## src/rtl/mem_stream_reader.sv

```systemverilog
// Reads one IMG_W*IMG_H frame from a sync-read memory and streams it as bytes; read-to-byte latency 2 cycles, no backpressure.
// Optional macro MEM_STREAM_PACE_EN spaces reads PACE cycles apart; without it reads are back-to-back.
module mem_stream_reader #(
  parameter int IMG_W     = 64,
  parameter int IMG_H     = 64,
  parameter int ADDR_W    = 12,
  parameter int BASE_ADDR = 0,
  parameter int PACE      = 2
) (
  input  logic              clk,
  input  logic              rst_n,
  input  logic              start_i,
  output logic              busy_o,
  output logic              done_o,
  output logic              mem_rd_o,
  output logic [ADDR_W-1:0] mem_addr_o,
  input  logic [7:0]        mem_data_i,
  output logic [7:0]        data_o,
  output logic              data_en_o
);

  localparam int N     = IMG_W * IMG_H;
  localparam int CNT_W = (N > 1) ? $clog2(N) : 1;
  localparam logic [CNT_W-1:0]  LAST = CNT_W'(N - 1);
  localparam logic [ADDR_W-1:0] BASE = ADDR_W'(BASE_ADDR);

  typedef enum logic [1:0] {IDLE, READ, DRAIN, DONE} state_t;

  state_t              state_q;
  logic                busy_q, done_q, mem_rd_q;
  logic [ADDR_W-1:0]   addr_q, addr_d;
  logic [CNT_W-1:0]    rd_cnt_q, rd_cnt_d;
  logic [CNT_W-1:0]    pix_cnt_q, pix_cnt_d;
  logic                rd_d1_q;
  logic [7:0]          data_q;
  logic                data_en_q;
  logic                issue_nxt;

  assign addr_d    = addr_q + ADDR_W'(1);
  assign rd_cnt_d  = rd_cnt_q + CNT_W'(1);
  assign pix_cnt_d = pix_cnt_q + CNT_W'(1);

`ifdef MEM_STREAM_PACE_EN
  localparam logic [3:0] PACE_M1 = 4'(PACE - 1);
  logic [3:0] pace_q;

  // pace_q counts cycles since the last issue; it is zero in the first READ cycle
  assign issue_nxt = (pace_q == PACE_M1);

  always_ff @(posedge clk or negedge rst_n) begin
    if (!rst_n) begin
      pace_q <= '0;
    end else if (state_q != READ || issue_nxt) begin
      pace_q <= '0;
    end else begin
      pace_q <= pace_q + 4'd1;
    end
  end
`else
  assign issue_nxt = 1'b1;
`endif

  always_ff @(posedge clk or negedge rst_n) begin
    if (!rst_n) begin
      state_q   <= IDLE;
      busy_q    <= 1'b0;
      done_q    <= 1'b0;
      mem_rd_q  <= 1'b0;
      addr_q    <= '0;
      rd_cnt_q  <= '0;
      pix_cnt_q <= '0;
    end else begin
      done_q <= 1'b0;
      case (state_q)
        IDLE: begin
          rd_cnt_q  <= '0;
          pix_cnt_q <= '0;
          if (start_i) begin
            state_q  <= READ;
            busy_q   <= 1'b1;
            mem_rd_q <= 1'b1;
            addr_q   <= BASE;
          end
        end
        READ: begin
          if (data_en_q) pix_cnt_q <= pix_cnt_d;
          if (mem_rd_q && rd_cnt_q == LAST) begin
            state_q  <= DRAIN;
            mem_rd_q <= 1'b0;
          end else begin
            mem_rd_q <= issue_nxt;
            if (issue_nxt) begin
              addr_q   <= addr_d;
              rd_cnt_q <= rd_cnt_d;
            end
          end
        end
        DRAIN: begin
          if (data_en_q) begin
            pix_cnt_q <= pix_cnt_d;
            if (pix_cnt_q == LAST) begin
              state_q <= DONE;
              done_q  <= 1'b1;
            end
          end
        end
        DONE: begin
          state_q <= IDLE;
          busy_q  <= 1'b0;
        end
        default: begin
          state_q  <= IDLE;
          busy_q   <= 1'b0;
          mem_rd_q <= 1'b0;
        end
      endcase
    end
  end

  // Two-stage read path: rd_d1_q marks the cycle mem_data_i is valid
  always_ff @(posedge clk or negedge rst_n) begin
    if (!rst_n) begin
      rd_d1_q   <= 1'b0;
      data_q    <= '0;
      data_en_q <= 1'b0;
    end else begin
      rd_d1_q   <= mem_rd_q;
      data_en_q <= rd_d1_q;
      if (rd_d1_q) data_q <= mem_data_i;
    end
  end

  assign busy_o     = busy_q;
  assign done_o     = done_q;
  assign mem_rd_o   = mem_rd_q;
  assign mem_addr_o = addr_q;
  assign data_o     = data_q;
  assign data_en_o  = data_en_q;

endmodule
```

## config.mk

```make
export PLATFORM = sky130hd
export DESIGN_NAME = mem_stream_reader
export DESIGN_NICKNAME = d
export VERILOG_FILES = /design/src/rtl/mem_stream_reader.sv
export SDC_FILE = /design/constraint.sdc
export NUM_CORES = 1
export LEC_CHECK = 0
export ABC_AREA = 1
export BUFFER_PORTS_ARGS = -buffer_cell sky130_fd_sc_hd__buf_2
export CORE_MARGIN = 2
export CORE_UTILIZATION = 30
export CTS_BUF_LIST = sky130_fd_sc_hd__clkbuf_8
export DETAILED_ROUTE_END_ITERATION = 7
export GPL_TIMING_DRIVEN = 0
export PLACE_DENSITY = 0.5
export SLEW_MARGIN = 20
export SYNTH_ARGS = -nofsm -noshare
export SYNTH_HDL_FRONTEND = slang
export SYNTH_SLANG_ARGS = --single-unit
```

## constraint.sdc

```tcl
create_clock -name clk -period 4.62 [get_ports clk]
set_input_delay 0.924 -clock clk [delete_from_list [all_inputs] [get_ports clk]]
set_output_delay 0.924 -clock clk [all_outputs]
set_load 0.01 [all_outputs]
```

==> results.py <==
metrics = {
    "run_status": {
        "status": "completed",
    },
    "pwr": {
        "p_per_area_nw_per_um2": 498,
        "swShare": 0.392,
        "totalPowerFinal_mw": 1.57,
        "total_leakage_power_nw": 1.57,
        "clkPwrFrac": 0.237,
        "ir_drop_mv": 0.239,
        "pwr-share-seq": 0.387,
        "switching_power_mw": 0.617,
        "p_int_mw": 0.958,
        "combPwrFrac": 0.376,
    },
    "clocking": {
        "hold_buffers": 0,
        "cts_tree": "yes",
        "clock-sinks": 51,
        "htree_levels": 2,
        "clk_pin_slew_ns": 0.10,
        "clockBufferDepth": 2,
        "clk_latency_ns": 0.30,
        "post-cts-setup-buffers": 0,
        "cts_buffers": 5,
        "cts.root.buffer_cell": "clkbuf_8",
        "cts_resized": 0,
    },
    "finish": {
        "n_antenna_cell": 0,
        "nNetsFinal": 391,
        "layout_common_cells": "nand2_1, dfrtp_1, inv_1",
        "nFillCells": 904,
        "syn2layout_area_growth_pct": 16.4,
        "postLayoutCoreUtil": 0.361,
        "final_common_cell": "nand2_1",
        "drive_above_1_share": 0.198,
    },
    "place": {
        "io_buffers": 34,
        "pre_cts_slack_ns": 2.88,
        "hpwl_mm": 4.04,
        "place_congestion": 0.737,
    },
    "sta": {
        "max_slew_margin": 0.562,
        "finalSetupTns_ns": 0,
        "hold-worst-slack_ns": 0.387,
        "fmax_mhz": 540,
        "rsz0062_at_grt": "false",
        "hold_viol": 0,
        "worst_pin_slew_ns": 0.657,
        "skew_ns": 0.00863,
        "fin_ws_ns": 2.77,
        "final_max_slew_viol_count": 0,
        "period_share": 0.401,
        "finalCriticalPeriod_ns": 1.85,
        "setup_violations": 0,
    },
    "worst_setup_path": {
        "slowest_delay_ns": 0.46,
        "path_depth": 1,
        "start_kind": "register",
        "rr_endpoint": "pix_cnt_q[10]",
        "endpoint": "mem_addr_o[0]",
        "crit_fanout": 7,
        "setup.worst_path.class": "reg2out",
        "timing.reg2reg.setup_slack_ns": 2.84,
        "worstSetupEndpointType": "primary output",
        "startpoint": "mem_addr_o[0]",
        "slowest_stage": "dfrtp_1",
        "timing.rr.start": "state_q[0]",
        "crit_family": "flip-flops",
        "required_ns": 3.70,
        "reg2reg_depth": 8,
        "path_cells": "buf_2",
        "crit_buf_inv": 1,
        "worstPathArrival_ns": 0.93,
    },
    "grt": {
        "grt_use_total": 0.126,
        "use_met1": 0.178,
        "grt.busiest_layer": "met2",
        "grt_pass1_wl_mm": 10.1,
        "grt_max_degree": 52,
        "met3_usage": 0.0218,
        "grt_overflow_total": 0,
        "antenna_found_initial": 0,
        "use_met2": 0.197,
        "first_global_vias": 2138,
    },
    "floorplan": {
        "start_util": 0.310,
        "die_w_um": 99.2,
        "row_count": 34,
        "core_area_um2": 8760,
        "pin_count": 35,
        "die_area_um2": 9830,
        "die_h_um": 99.2,
    },
    "yosys": {
        "ys_types": 36,
        "ys_ff_latch": 51,
        "yosysSeqAreaShare": 0.470,
        "synthCells": 332,
        "netlist_area_um2": 2720,
        "synth_area_per_cell_um2": 8.18,
        "syn_nets": 350,
        "ys.warnings.count": 0,
    },
    "detailed_routing": {
        "postRouteAntennaNets": 0,
        "totalWireLength_mm": 5.66,
        "vias_per_cell": 4.54,
        "wl_per_cell_um": 11.7,
        "drtPass1Iterations": 4,
        "drtIter0Drc": 112,
        "route.vias.total": 2188,
        "drcViolationCount": 0,
    },
    "min_path": {
        "hp-start": "rd_d1_q",
        "min_path_type": "reg2reg",
    },
    "flow_run": {
        "maxCapViolCount": 0,
    },
}
[registers in the layout (all words and copies together) (netlist names)]
signal,cells
rd_cnt_q,12
rd_d1_q,1
data_en_o,1
state_q,2
data_o,8
done_o,1
busy_o,1
mem_addr_o,12
pix_cnt_q,12
mem_rd_o,1
[worst min-delay path by stage]
| stage | endpoint | slack [ns] | cells after the start |
|---|---|---|---|
| 3_5_place_dp | data_en_o | 0.36 | 0 |
| 3_3_place_gp | data_en_o | 0.36 | 0 |
| 6_report | data_en_o | 0.39 | 0 |
| 2_1_floorplan | data_en_o | 0.35 | 0 |
| 4_1_cts | data_en_o | 0.39 | 0 |
| 5_1_grt | data_en_o | 0.39 | 0 |
[kinds of logic (layout without fill, tap and decap cells)]
logic type | count (synthesis) | after routing | synth area share
xor+xnor | 10 | 10 | 0.0322
flops | 51 | 51 | 0.470
simple gates | 181 | 181 | 0.304
mux | 8 | 8 | 0.0332
buf+inv | 41 | 83 | 0.0599
compound gates | 34 | 34 | 0.0691
fa+ha+maj | 7 | 7 | 0.0322
[cell usage after synthesis (all sizes together)]
cell	count	area, um^2
nor3	5	30.0
o31ai	1	7.51
clkbuf	1	3.75
nor2	28	130
buf	2	16.3
o22ai	2	12.5
xor2	9	78.8
nor3b	1	7.51
a21oi	1	5.00
a21o	1	7.51
o21bai	1	7.51
o21ai	26	134
nand2	108	428
nand3	29	150
a31oi	1	6.26
or2	3	18.8
xnor2	1	8.76
nand3b	1	7.51
dfrtp	51	1280
nand4	6	52.6
o211ai	1	7.51
mux2	8	90.1
ha	7	87.6
inv	38	143
[stage by stage]
stage               instance area, um^2  cells
global placement                   3020    474
detailed placement                 3020    474
CTS                                3160    482
global route                       3160    482
finish                             3160    482
floorplan                          2720    332
[layer usage]
| metal | part of all wire | vias up | wire length, um |
|---|---|---|---|
| li1 | - | 1149 | - |
| met4 | 0.012 | 0 | 67 |
| met3 | 0.026 | 4 | 146 |
| met5 | 0 | - | 0 |
| met1 | 0.51 | 1001 | 2910 |
| met2 | 0.45 | 34 | 2530 |
[area by class of cell]
type / count / area [um^2] / area share
Multi-Input combinational cell: 240 / 1280 / 0.404
Sequential cell: 51 / 1280 / 0.404
Timing Repair Buffer: 34 / 173 / 0.0546
Inverter: 38 / 143 / 0.0451
Tap cell: 108 / 135 / 0.0428
Clock buffer: 5 / 68.8 / 0.0218
Clock inverter: 3 / 67.6 / 0.0214
Buffer: 3 / 20.0 / 0.00633
[power groups by stage]
stage               clock [mW]  combinational, mW  sequential (mW)
floorplan                    0              0.393            0.630
finish                   0.373              0.593            0.609
CTS                      0.391              0.604            0.610
global route             0.406              0.679            0.624
global placement             0              0.598            0.616
detailed placement           0              0.601            0.618
Note: power is estimated with default switching activity, not from simulation.
